## config.mk

```make
export PLATFORM = sky130hd
export DESIGN_NAME = instr_sequencer
export DESIGN_NICKNAME = d
export VERILOG_FILES = /design/src/rtl/instr_sequencer.sv
export SDC_FILE = /design/constraint.sdc
export NUM_CORES = 1
export LEC_CHECK = 0
export ABC_AREA = 1
export ABC_CLOCK_PERIOD_IN_PS = 2300
export CORE_MARGIN = 4
export CORE_UTILIZATION = 53
export DETAILED_ROUTE_END_ITERATION = 7
export GPL_TIMING_DRIVEN = 0
export HOLD_SLACK_MARGIN = 0.08
export PLACE_DENSITY = 0.86
export REMOVE_ABC_BUFFERS = 1
export SLEW_MARGIN = 20
export SYNTH_ARGS = -nofsm -noshare
export SYNTH_HDL_FRONTEND = slang
export SYNTH_SLANG_ARGS = --single-unit
```

## constraint.sdc

```tcl
create_clock -name clk -period 2.3 [get_ports clk]
set_clock_uncertainty 0.15 [all_clocks]
set_input_delay 0.46 -clock clk [delete_from_list [all_inputs] [get_ports clk]]
set_output_delay 0.46 -clock clk [all_outputs]
set_load 0.02 [all_outputs]
```

## src/rtl/instr_sequencer.sv

```systemverilog
// rtl/instr_sequencer.sv - instruction fetch/decode/dispatch sequencer for the vector compute units
module instr_sequencer #(
  parameter int PC_W = 8
) (
  input  logic            clk,
  input  logic            rst,
  input  logic            start,
  input  logic [PC_W-1:0] base_pc,
  output logic            imem_req,
  output logic [PC_W-1:0] imem_addr,
  input  logic [63:0]     imem_rdata,
  input  logic            imem_valid,
  output logic            mem_start,
  output logic            gemv_start,
  output logic            relu_start,
  output logic [1:0]      mem_op,
  input  logic            mem_done,
  input  logic            gemv_done,
  input  logic            relu_done,
  output logic [4:0]      dest,
  output logic [9:0]      len_cols,
  output logic [9:0]      rows,
  output logic [23:0]     addr,
  output logic [4:0]      b,
  output logic [4:0]      x,
  output logic [4:0]      w,
  output logic            busy,
  output logic            halted,
  output logic            error,
  output logic [PC_W-1:0] pc,
  output logic [15:0]     instr_count
);

  localparam logic [4:0] OP_NOP    = 5'h00;
  localparam logic [4:0] OP_LOAD_V = 5'h01;
  localparam logic [4:0] OP_LOAD_M = 5'h02;
  localparam logic [4:0] OP_STORE  = 5'h03;
  localparam logic [4:0] OP_GEMV   = 5'h04;
  localparam logic [4:0] OP_RELU   = 5'h05;
  localparam logic [4:0] OP_HALT   = 5'h1F;

  typedef enum logic [2:0] {
    S_IDLE,
    S_FETCH,
    S_DECODE,
    S_DISPATCH,
    S_WAIT_DONE,
    S_HALTED
  } state_t;

  state_t      state;
  logic [63:0] instr;
  logic [4:0]  op;
  logic [4:0]  opcode;
  logic        unit_done;

  assign opcode    = instr[4:0];
  assign imem_addr = pc;

  // Completion pulse from the unit owning the in-flight instruction; other units' pulses never reach the FSM
  always_comb begin
    unit_done = 1'b0;
    case (op)
      OP_LOAD_V, OP_LOAD_M, OP_STORE: unit_done = mem_done;
      OP_GEMV:                        unit_done = gemv_done;
      OP_RELU:                        unit_done = relu_done;
      default:                        unit_done = 1'b0;
    endcase
  end

  // Sequencer FSM; start pulses are raised in DECODE so they are visible exactly during DISPATCH,
  // which makes a done arriving alongside the start pulse fall outside WAIT_DONE and be ignored
  always_ff @(posedge clk) begin
    if (rst) begin
      state       <= S_IDLE;
      instr       <= '0;
      op          <= '0;
      imem_req    <= 1'b0;
      mem_start   <= 1'b0;
      gemv_start  <= 1'b0;
      relu_start  <= 1'b0;
      mem_op      <= 2'b00;
      dest        <= '0;
      len_cols    <= '0;
      rows        <= '0;
      addr        <= '0;
      b           <= '0;
      x           <= '0;
      w           <= '0;
      busy        <= 1'b0;
      halted      <= 1'b0;
      error       <= 1'b0;
      pc          <= '0;
      instr_count <= '0;
    end else begin
      mem_start  <= 1'b0;
      gemv_start <= 1'b0;
      relu_start <= 1'b0;
      case (state)
        S_IDLE, S_HALTED: begin
          if (start) begin
            pc          <= base_pc;
            error       <= 1'b0;
            instr_count <= '0;
            imem_req    <= 1'b1;
            busy        <= 1'b1;
            halted      <= 1'b0;
            state       <= S_FETCH;
          end
        end
        S_FETCH: begin
          if (imem_valid) begin
            instr    <= imem_rdata;
            imem_req <= 1'b0;
            state    <= S_DECODE;
          end
        end
        S_DECODE: begin
          op       <= opcode;
          mem_op   <= 2'b00;
          dest     <= '0;
          len_cols <= '0;
          rows     <= '0;
          addr     <= '0;
          b        <= '0;
          x        <= '0;
          w        <= '0;
          case (opcode)
            OP_NOP: begin
              pc          <= pc + PC_W'(1);
              instr_count <= instr_count + 16'd1;
              imem_req    <= 1'b1;
              state       <= S_FETCH;
            end
            OP_LOAD_V, OP_LOAD_M, OP_STORE: begin
              dest     <= instr[9:5];
              len_cols <= instr[19:10];
              addr     <= instr[63:40];
              if (opcode == OP_LOAD_M) rows <= instr[29:20];
              mem_op    <= (opcode == OP_LOAD_V) ? 2'b01 :
                           (opcode == OP_LOAD_M) ? 2'b10 : 2'b11;
              mem_start <= 1'b1;
              state     <= S_DISPATCH;
            end
            OP_GEMV: begin
              dest       <= instr[9:5];
              len_cols   <= instr[19:10];
              rows       <= instr[29:20];
              b          <= instr[34:30];
              x          <= instr[39:35];
              w          <= instr[44:40];
              gemv_start <= 1'b1;
              state      <= S_DISPATCH;
            end
            OP_RELU: begin
              dest       <= instr[9:5];
              x          <= instr[14:10];
              len_cols   <= instr[29:20];
              relu_start <= 1'b1;
              state      <= S_DISPATCH;
            end
            OP_HALT: begin
              instr_count <= instr_count + 16'd1;
              busy        <= 1'b0;
              halted      <= 1'b1;
              state       <= S_HALTED;
            end
            default: begin
              error  <= 1'b1;
              busy   <= 1'b0;
              halted <= 1'b1;
              state  <= S_HALTED;
            end
          endcase
        end
        S_DISPATCH: begin
          state <= S_WAIT_DONE;
        end
        S_WAIT_DONE: begin
          if (unit_done) begin
            pc          <= pc + PC_W'(1);
            instr_count <= instr_count + 16'd1;
            imem_req    <= 1'b1;
            state       <= S_FETCH;
          end
        end
        default: begin
          imem_req <= 1'b0;
          busy     <= 1'b0;
          halted   <= 1'b0;
          state    <= S_IDLE;
        end
      endcase
    end
  end

endmodule

```

* After elaboration in Yosys (flattened, before gate mapping)
Index checks and enable logic that the tools add are counted.
** Cells by class
- Bitwise operators :: 3
- Mux-type cells :: 40
- Reductions and logical operators :: 21
- Equality and inequality tests :: 23
- Add/subtract/negate cells :: 2
** Operators with widths (count)
- $mux 16 :: 3
- $pmux 16 s3 :: 1
- $pmux 10 s2 :: 2
- $mux 24 :: 1
- $mux 8 :: 3
- $pmux 8 s3 :: 1
- $eq 5x2->1 const B :: 4
- $eq 5x3->1 const B :: 4
- $add 16x1->16 const B :: 1
- $mux 5 :: 3
- $pmux 3 s5 :: 1
- $mux 1 :: 12
- $ne 2x2->1 const B :: 6
- $eq 5x1->1 const B :: 2
- $mux 10 :: 1
- $pmux 5 s2 :: 1
- $mux 3 :: 3
- $pmux 1 s3 :: 3
- $reduce_and 3->1 :: 3
- $reduce_or 3->1 :: 3
- $add 8x1->8 const B :: 1
- $reduce_and 4->1 :: 2
- $reduce_or 7->1 :: 1
- $eq 3x2->1 const B :: 2
- other kinds (19) :: 25
** Word-level totals
- Input port bits :: 79
- Register bits :: 169
- Output and inout bits :: 105
- Logic and storage cells :: 109

* Longest topological paths before layout
Gate-level depths: netlist of run 1.
- Word-level depth :: 5
- Mapped depth :: 12
- Gate-level depth less buffers :: 11

* Worst setup path after synthesis of run 1
OpenSTA, ideal clock, no wires.
- Path type :: register to register
- Start point :: register instr_count[0]
- End point :: register instr_count[8]
- Library setup time :: 0.070 ns
- Data arrival time :: 1.475 ns
- Data required time :: 2.080 ns
- Buffers on the path :: 0
- Path slack :: 0.605 ns
- Cell stages (with the launch flop) :: 9
- Period minus slack after synthesis :: 1.695 ns
- Cells stage by stage :: dfxtp_1 -> ha_1 -> nand2_1 -> nor2_1 -> nand2_1 -> xor2_1 -> nor2_1 -> nand2_1 -> a21oi_1
** Between the ends
- Cells in the longest elaborated chain, start to end :: 3
- Elaborated cells between the ends (all ways) :: 4
- Those cells by class :: 1 x add/sub; 3 x mux
** Ends and longest elaborated chain
- start, declared :: line 31 : output logic [15:0] instr_count
- start signal, assigned :: line 131 : instr_count <= instr_count + 16'd1;
- start signal, assigned :: line 163 : instr_count <= instr_count + 16'd1;
- start signal, assigned :: line 182 : instr_count <= instr_count + 16'd1;
- $add 16x1->16 (*) :: line 131, 163, 182
- $mux 16, on equally long branches
- $pmux 16 s3 (*) :: line 99 : case (state)
Every way passes the cells marked *; elsewhere a longest branch is shown, timed or not. The select of a mux whose other input is x is not followed.
A chain may end at the register's enable or synchronous reset.

* Worst setup path after layout of run 1
- Start point :: register pc[2], in the netlist imem_addr[2]
- End point :: output port pc[2]
** RTL lines
- start, declared :: line 30 : output logic [PC_W-1:0] pc,
- start signal, assigned :: line 102 : pc <= base_pc;
- start signal, assigned :: line 130 : pc <= pc + PC_W'(1);
- start signal, assigned :: line 181 : pc <= pc + PC_W'(1);
No word-level cell between the ends.

==> results.md, run 1 <==
Outcome:
- The flow ran to the end, and the final reports show no timing, DRC or antenna violations.

Route:
- The number of nets with antenna violations after routing is 0.
- The routed layout has 6,763 vias.
- The per-cell via count in the routed design is 5.329.
- For this run, design rule violations remaining after detail routing come to 0.
- The final wirelength is 19,070 µm.
- The highest metal layer with signal wires is met4.
- The wire length on met1 is 7816 µm.
- The first detailed-routing pass ran for 5 iterations.
- After detailed routing, the average wire length per cell comes to 15.03 µm.
- The amount of wire on met2 after detailed routing is 9036 µm.
- The met3 routed wirelength is 1872 µm.
- The DRC marker count from the first detailed-route iteration is 537.

Die:
- Measured along the x axis, the die boundary spans 123.3 µm.
- For this configuration, the core starts out at a cell density of 54.90%.
- For this design the top-level I/O count stands at 184.
- The floorplan step defined a die boundary enclosing 0.01519 mm².
- The core region is 0.01282 mm².
- The floorplan has 41 rows.
- The die is 123.3 µm tall.

Clock tree:
- The total number of H-tree levels is 4.
- After clock tree synthesis, the clock-pin slew on the worst setup and hold paths is 60 ps.
- The root buffer cell chosen for the clock tree is clkbuf_16.
- The CTS tree is yes.
- The number of buffers added by the clock tree synthesis step is 17.
- No sink is reached through more buffers than the 2 on the longest clock path.
- The clock insertion delay at the later pin of the skew report is 430 ps.
- Counting every sink on the clock net gives 169.

Timing:
- Headroom to the max-slew limit came out at 51.64%.
- The maximum clock frequency is 466.6 MHz.
- The number of hold violations in the final report is 0.
- The shortest period the worst path allows is 2143 ps.
- At the pin with the least slew margin, the transition time is 725.4 ps.
- The number of pins with negative max-slew slack in the final report is 0.
- Setup repair after global routing left no endpoint under its margin.
- In the post-route analysis, the smallest setup slack over all paths is 156.8 ps.
- The count of final setup violators is 0.
- The final worst-path cycle share is 93.18%.

Synth:
- The cell area after synthesis is 0.007041 mm².
- The number of different library cells used by synthesis comes to 36.
- The adder and majority gate portion of the synthesized area is 0.3554%.
- The share of synthesized flip-flops with an asynchronous set or reset is 0%.
- The average instance area after synthesis is 7.474 µm².
- Sorting the synthesized cells by area gives the leading types as dfxtp_1 (48%), nor2_1 (9.3%), nand2_1 (8.1%).
- Summing the sequential cell areas from Yosys gives 48.05% of the chip area.
- After Yosys synthesis, and, or, nand and nor cells account for 24.28% of the synthesized area.
- The count of mapped cells out of synthesis is 942.
- Of the total synthesized cell area, the portion taken by XOR and XNOR cells is 0.6220%.
- The area share of the leading cell type in the synthesized netlist is 48.05%.
- Synthesis inferred 169 register bits.
- Counting flops with a built-in enable in the synthesized netlist gives 0.
- The cell taking the most area after synthesis is dfxtp_1.
- Summing the areas of all compound-gate instances in the mapped netlist gives 18.09% of the synthesized area.
- The number of warnings reported in the yosys synthesis log is 0.
- Multiplexer cells account for 0% of the synthesized area.
- By area, the combinational part of the netlist is dominated by simple AND/OR/NAND/NOR gates.
- The prevailing post-synth register cell is dfxtp_1.

Power and ir drop:
- VDD sags by at most 0.5766 mV.
- The leakage power is 3.446 nW.
- Power comes to 7.477 mW.
- The total power divided by cell area is 794.1 mW/mm².

Global routing:
- The total track usage is 24.88%.
- Entering global routing, the biggest net connects 85 pins.
- The residual overflow from global routing is 0.
- The first-pass GRT wire length is 30,020 µm.
- The via count of the first global-routing pass came to 6,263.
- The initial antenna violation count was 0.

Setup path:
- The signal on the critical path passes through clkdlybuf4s50_1.
- The required time at the worst-slack endpoint is 1690 ps.
- The endpoint arrival time on the critical path is 1530 ps.
- The worst setup path is of the reg -> out kind.
- The delay of the slowest cell on the worst path is 650 ps.
- STA classifies the critical path startpoint as a flip-flop.
- The highest fanout seen on the critical path is 6.
- The slowest stage of the critical path is the clkdlybuf4s50_1 cell.
- STA classifies the critical path endpoint as an output port.
- The buffer and inverter count on the worst path is 1.
- The gate family responsible for the most delay along the worst path is buffers and inverters.

Finish:
- The share of final-layout standard cells stronger than drive strength 1 is 6.472%.
- Leaving out fill and tap cells, the most frequent cells in the layout are clkdlybuf4s50_1 (182), nor2_1 (173), dfxtp_1 (169), nand2_1 (149), o21ai_0 (95).
- The most common cell after layout, fill and taps aside is clkdlybuf4s50_1.
- The area overhead of the layout relative to synthesis is 33.73%.
- The repair_antennas step left the layout with diodes totalling 0.
- The final design area excluding fillers is 0.009415 mm².
- At the end of the flow, the number of nets in the layout was 1,166.

Hold path:
- The class of the tightest hold or removal check is in -> reg.

Place:
- The weighted congestion at the end of routability-driven global placement is 0.8762.
- The minimum setup slack after placement is -282.5 ps.
- The HPWL after detailed placement is 12,290 µm.
- The placement-stage cell area is 0.008822 mm².
- Port buffering added 183 buffers.

Run:
- The max-cap violation count is 0.
## worst paths after layout
check                                                 to                      start  slack, ps  cells after the start
worst min register to register    instr[31]$_SDFFE_PP0P_     instr[31]$_SDFFE_PP0P_        300                      2
worst max-delay path                               pc[2]  imem_addr[2]$_SDFFE_PP0P_        160                      1
worst max register to register        error$_SDFFE_PP0P_      instr[0]$_SDFFE_PP0P_        180                     10
worst min-delay path            len_cols[1]$_SDFFE_PP0P_                        rst        290                      2
## cell type report
cell class              count  area, µm²
inverters                  70      277.8
fillers                  1004       3410
repair buffers            188       1904
multi-input cells         639       3102
clock buffers              22      464.2
well taps                 172      215.2
flip-flops and latches    169       3383
clock inverters             9      68.82
## cell usage after synthesis, types with 2 or more instances
| cell | number |
|---|---|
| nand4_1 | 7 |
| o21bai_1 | 6 |
| dfxtp_1 | 169 |
| buf_6 | 4 |
| buf_4 | 12 |
| xor2_1 | 4 |
| nor2_4 | 2 |
| a21oi_1 | 81 |
| inv_1 | 60 |
| nand3_2 | 3 |
| inv_2 | 9 |
| buf_2 | 17 |
| nand2_2 | 6 |
| nand2_1 | 151 |
| nor2_1 | 174 |
| o21ai_0 | 95 |
| ha_1 | 2 |
| nand3_1 | 54 |
| o22ai_1 | 5 |
| a31oi_1 | 7 |
| nor2_2 | 5 |
| clkbuf_1 | 32 |
| nor3_1 | 2 |
| a32oi_1 | 23 |
## repair_timing
action / CTS / global route
gates cloned: 0 / 1
setup endpoints to repair: 65 / 55
hold buffers: 0 / 0
gates resized for setup: 8 / 2
pin swaps: 0 / 1
setup buffers: 0 / 2
## layer usage
layer	global-route usage, %	vias to the layer above
met5	0	-
met4	9.066	0
met3	9.698	28
met2	40.33	244
met1	30.03	3115
li1	-	3376
## flip-flops by register name, summed over array words and instances (netlist names), 2 cells and up
signal	flops
addr	24
b	5
dest	5
imem_addr	8
instr	64
instr_count	16
len_cols	10
mem_op	2
op	5
rows	10
state	3
w	5
x	5
## power by group
group / total, mW / switching [mW] / leakage [nW] / internal, mW
Sequential: 3.32 / 0.169 / 1.37 / 3.15
Combinational: 1.56 / 0.971 / 1.82 / 0.589
Clock: 2.59 / 1.15 / 0.257 / 1.44
## worst register-to-register path: stages, from the launching register on
cell and delay (ps):
dfxtp_1 520, inv_1 140, nand2_4 260, nand3_1 260, nand2_4 240, nor2_1 100
nand2_1 110, nand2_1 60, nand2_1 50, nand2_1 50, a21oi_1 100
## kinds of logic after synthesis
logic type	Yosys count
AO/OA/AOI/OAI	223
XOR/XNOR	5
adder cells (fa/ha/maj)	2
buffers and inverters	135
flip-flops	169
AND/OR/NAND/NOR	408
## per-stage QoR
step / instances / util, % / TNS [ps] / hold WS (ps)
2_1_floorplan: 877 / - / -44090 / 276.6
3_3_place_gp: 1232 / 68.20 / -485430 / 284.4
3_5_place_dp: 1235 / 68.79 / -20450 / 290.6
4_1_cts: 1266 / 73.14 / 0 / 280.9
5_1_grt: 1269 / 73.41 / 0 / 296.5
6_report: 1269 / 73.41 / 0 / 294.8
Power figures use the tool's default switching activity.
==> inputs of run 2 (changes only) <==
Settings changed: GPL_ROUTABILITY_DRIVEN set to 0.
==> results of run 2 <==
Same layout as run 1: the final DEF is identical, and so are final timing and power.
==> variant 1, RTL diff (config.mk and constraints of run 1) <==
The parameter `PC_W` goes from 8 to 12.
--- a/src/rtl/instr_sequencer.sv
+++ b/src/rtl/instr_sequencer.sv
@@ -1,6 +1,6 @@
 // rtl/instr_sequencer.sv - instruction fetch/decode/dispatch sequencer for the vector compute units
 module instr_sequencer #(
-  parameter int PC_W = 8
+  parameter int PC_W = 12
 ) (
   input  logic            clk,
   input  logic            rst,
Interface: changed (resized base_pc, imem_addr and pc); port bits go from 184 to 196. The function was not compared with the original's and may differ.
==> variant 1 against run 1 <==
- synthesized area up 4.8%
- routed wire length up 11%
- highest routed layer unchanged
- final area up 5.6%
- sequential cell count up 4
- utilization up 0.52 points
- critical path depth unchanged
- count of clock-buffer cells in the layout up 1
- register-to-register slack about the same
- critical endpoint is now instr_count[7]
- die area up 4.5%
- worst setup slack worse by 0.027 ns
- cell count up 7.6%
- fmax down 1.3%
- largest power group unchanged
- total power up 7.9%
==> variant 1: results (changes against run 1) <==
Cells and area
  • Share of layout cells above drive strength 1: 5.966% (-0.51 points)
  • Nets@finish: 1263 (+8.3%)
  • Top flop regs: instr (64), addr (24), instr_count (16)
  • # fillers: 1049 (+4.5%)

Logic synthesis
  • Post-synth top area share: 46.95% (-1.1 points)
  • Synth unique cells: 38 (+5.6%)
  • Synth area leaders: dfxtp_1 (47%), nand2_1 (9.9%), nor2_1 (8.9%)
  • Seq/Total Area, Yosys: 46.95% (-1.1 points)
  • Synth top cells by count: nand2_1 (195), nor2_1 (175), dfxtp_1 (173)
  • Post-synth top flop: dfxtp_1

Global route
  • Vias in the first global route: 7074 (+13%)
  • Total GRT Usage: 26.16% (+1.3 points)
  • Global-route wire length before repair: 34420 µm (+15%)
  • Largest net degree at the start of global routing: 78 (-8.2%)

Pwr
  • Peak supply drop: 558.1 µV (-3.2%)
  • Switching Share: 32.67% (+2.0 points)
  • Leakage dissipation: 3.660 nW (+6.2%)

CTS
  • H-Tree Depth: 4 (unchanged)

Placement
  • Port buffer count: 195 (+6.6%)
  • Final HPWL DP: 13240 µm (+7.7%)
  • Placed cell area: 9344 µm² (+5.9%)
  • GPL Wtd Cong: 0.8028 (-8.4%)
  • Placement Setup Slack: -0.8923 ns (-0.6097 ns)

Critical path
  • Crit-path max cell delay: 0.67 ns (+0.02 ns)
  • Worst-path maximum fanout: 7 (+1)
  • WP data arrival: 1.56 ns (+0.03 ns)
  • Reg2Reg Depth: 5 (-5)

STA
  • Max-slew headroom: 36.01% (-16 points)

Detailed routing
  • DRC violation total after the first TritonRoute iteration: 547 (+1.9%)
  • Routed vias/inst: 5.400 (+1.3%)
  • WL final: 21150 µm (+11%)

Run status
  • Outcome: complete, no violations
-- variant 1: layer usage --
layer / global-route usage [%] / wire, µm
met1: 32.19 / 8888
met2: 42.60 / 9868
met3: 8.721 / 1913
met4: 10.09 / 478
met5: 0 / 0
-- variant 1: cell type report --
| type | count | area, µm² | area share [%] |
|---|---|---|---|
| Clock inverter | 8 | 45.04 | 0.4529 |
| Inverter | 56 | 220.2 | 2.214 |
| Multi-Input combinational cell | 723 | 3415 | 34.33 |
| Timing Repair Buffer | 207 | 2125 | 21.36 |
| Tap cell | 176 | 220.2 | 2.214 |
| Clock buffer | 23 | 457.9 | 4.604 |
| Sequential cell | 173 | 3463 | 34.82 |
-- variant 1: path summary, 6_finish.rpt --
path	start	endpoint	slack (ns)
max	instr_count[7]	instr_count[7]	0.13
max reg2reg	instr[4]	addr[0]	0.18
min reg2reg	op[3]	op[3]	0.30
min	rst	instr_count[10]	0.22
-- variant 1: logic make-up after synthesis --
logic type / after synthesis / share of synthesized area [%]
AO/OA/AOI/OAI: 228 / 16.47
flip-flops: 173 / 46.95
AND/OR/NAND/NOR: 484 / 27.95
buffers and inverters: 126 / 7.463
adder cells (fa/ha/maj): 2 / 0.3392
XOR/XNOR: 7 / 0.8311
-- variant 1: what timing repair did --
item	CTS	global route
setup endpoints to repair	102	39
resized for setup	4	4
setup buffers	2	5
cloned	2	0
pin swaps	2	2
hold buffers	0	0
-- variant 1: power by group through the flow --
stage	clock (W)	sequential, W	combinational, W
after floorplan	0	0.00370	0.000922
after global placement	0	0.00355	0.00186
after detailed placement	0	0.00357	0.00194
after CTS	0.00255	0.00350	0.00200
after global routing	0.00268	0.00355	0.00223
final	0.00252	0.00351	0.00204
-- variant 1: through the flow --
step | hold slack, ns | instances
after global routing | 0.2287 | 1366
after detailed placement | 0.2942 | 1326
after floorplan | 0.2813 | 950
after global placement | 0.2898 | 1321
after CTS | 0.2130 | 1361
final | 0.2197 | 1366
==> variant 2, RTL diff (settings of run 1) <==
Made on the original files. Add an input register stage for `imem_rdata`, cleared by the reset; this delays it by one clock. The other inputs are not delayed to match.
--- a/src/rtl/instr_sequencer.sv
+++ b/src/rtl/instr_sequencer.sv
@@ -47,6 +47,16 @@
     S_WAIT_DONE,
     S_HALTED
   } state_t;
+
+  logic [63:0] imem_rdata_q;
+
+  always_ff @(posedge clk) begin
+    if (rst) begin
+      imem_rdata_q <= '0;
+    end else begin
+      imem_rdata_q <= imem_rdata;
+    end
+  end
 
   state_t      state;
   logic [63:0] instr;
@@ -110,7 +120,7 @@
         end
         S_FETCH: begin
           if (imem_valid) begin
-            instr    <= imem_rdata;
+            instr    <= imem_rdata_q;
             imem_req <= 1'b0;
             state    <= S_DECODE;
           end
Function: changed (a bounded check fails within 4 cycles, from zero or initial values and one cycle with rst high).
==> variant 2 against run 1 <==
- global-route usage down 1.0 points
- total power up 44%
- routed wire length up 24%
- synthesized area up 27%
- combinational power up 35%
- sequential cell count up 64
- via count up 22%
- count of clock-buffer cells in the layout up 14
- first-iteration DRC count down 8.6%
- final area up 24%
- clock power up 56%
- worst setup slack worse by 0.11 ns
- cell count up 24%
- critical endpoint is now instr_count[0]
- largest power group unchanged
- highest routed layer unchanged
==> variant 2: results (changes against run 1) <==
Global route
  • Total GRT Usage: 23.87% (-1.0 points)
  • Vias in the first global route: 7933 (+27%)
  • Met2 Use GR: 43.52% (+3.2 points)
  • Global-route wire length before repair: 37140 µm (+24%)
  • Met3 usage: 6.063% (-3.6 points)

CTS
  • Number of buffers created by CTS: 23 (+6)
  • Clock Latency Late Sink: 0.49 ns (+0.06 ns)
  • Post-CTS Resized: 5 (-3)

Logic synthesis
  • Synth Area in Adders: 0.2802% (-0.075 points)
  • Synth top cells by count: nor2_1 (243), dfxtp_1 (233), nand2_1 (206)
  • Seq/Total Area, Yosys: 52.23% (+4.2 points)
  • Compound-gate portion of the synthesized area: 11.64% (-6.4 points)
  • Synth area leaders: dfxtp_1 (52%), nor2_1 (10%), nand2_1 (8.7%)
  • Mean area per synthesized cell: 7.486 µm² (+0.16%)

STA
  • Hold WS: 0.2337 ns (-0.06109 ns)

Critical path
  • WP data arrival: 1.64 ns (+0.11 ns)
  • Crit-path max cell delay: 0.67 ns (+0.02 ns)

Detailed routing
  • Routed vias/inst: 5.239 (-1.7%)
  • Wire per inst: 14.98 µm (-0.29%)
  • DRC violation total after the first TritonRoute iteration: 491 (-8.6%)

Run status
  • Outcome: complete, no violations

Cells and area
  • Share of layout cells above drive strength 1: 5.535% (-0.94 points)
  • Non-filler cells, final: 1575 (+24%)
  • Nets@finish: 1421 (+22%)

Placement
  • Dpl cells: 1530 (+24%)
  • Placement Setup Slack: -0.6568 ns (-0.3743 ns)
  • GPL Wtd Cong: 0.8625 (-1.6%)

Pwr
  • Peak supply drop: 636.3 µV (+10%)
  • Leakage dissipation: 4.605 nW (+34%)
  • Switching pwr: 0.003104 W (+35%)
  • Clock net power: 0.00404 W (+56%)
## variant 2: worst paths after layout
kind | start | to | depth (start not counted)
max reg2reg | state[2] | instr[49] | 7
max | instr_count[0] | instr_count[0] | 1
min | rst | imem_rdata_q[46] | 2
min reg2reg | halted | halted | 2
## variant 2: cell type report
type / count / area (µm²)
Fill cell: 1227 / 4817
Sequential cell: 233 / 4666
Multi-Input combinational cell: 773 / 3498
Timing Repair Buffer: 191 / 1981
Clock buffer: 36 / 704.4
Inverter: 118 / 462.9
Tap cell: 220 / 275.3
Clock inverter: 4 / 120.1
## variant 2: layer usage
layer	routed length, µm	vias up
li1	-	4072
met1	9299	3819
met2	11680	311
met3	2124	50
met4	492	0
met5	0	-
## variant 2: cell families (layout without fill, tap and decap cells)
family / after synthesis / count (layout)
buf+inv: 189 / 349
compound gates: 195 / 195
flops: 233 / 233
fa+ha+maj: 2 / 2
xor+xnor: 3 / 3
simple gates: 571 / 573
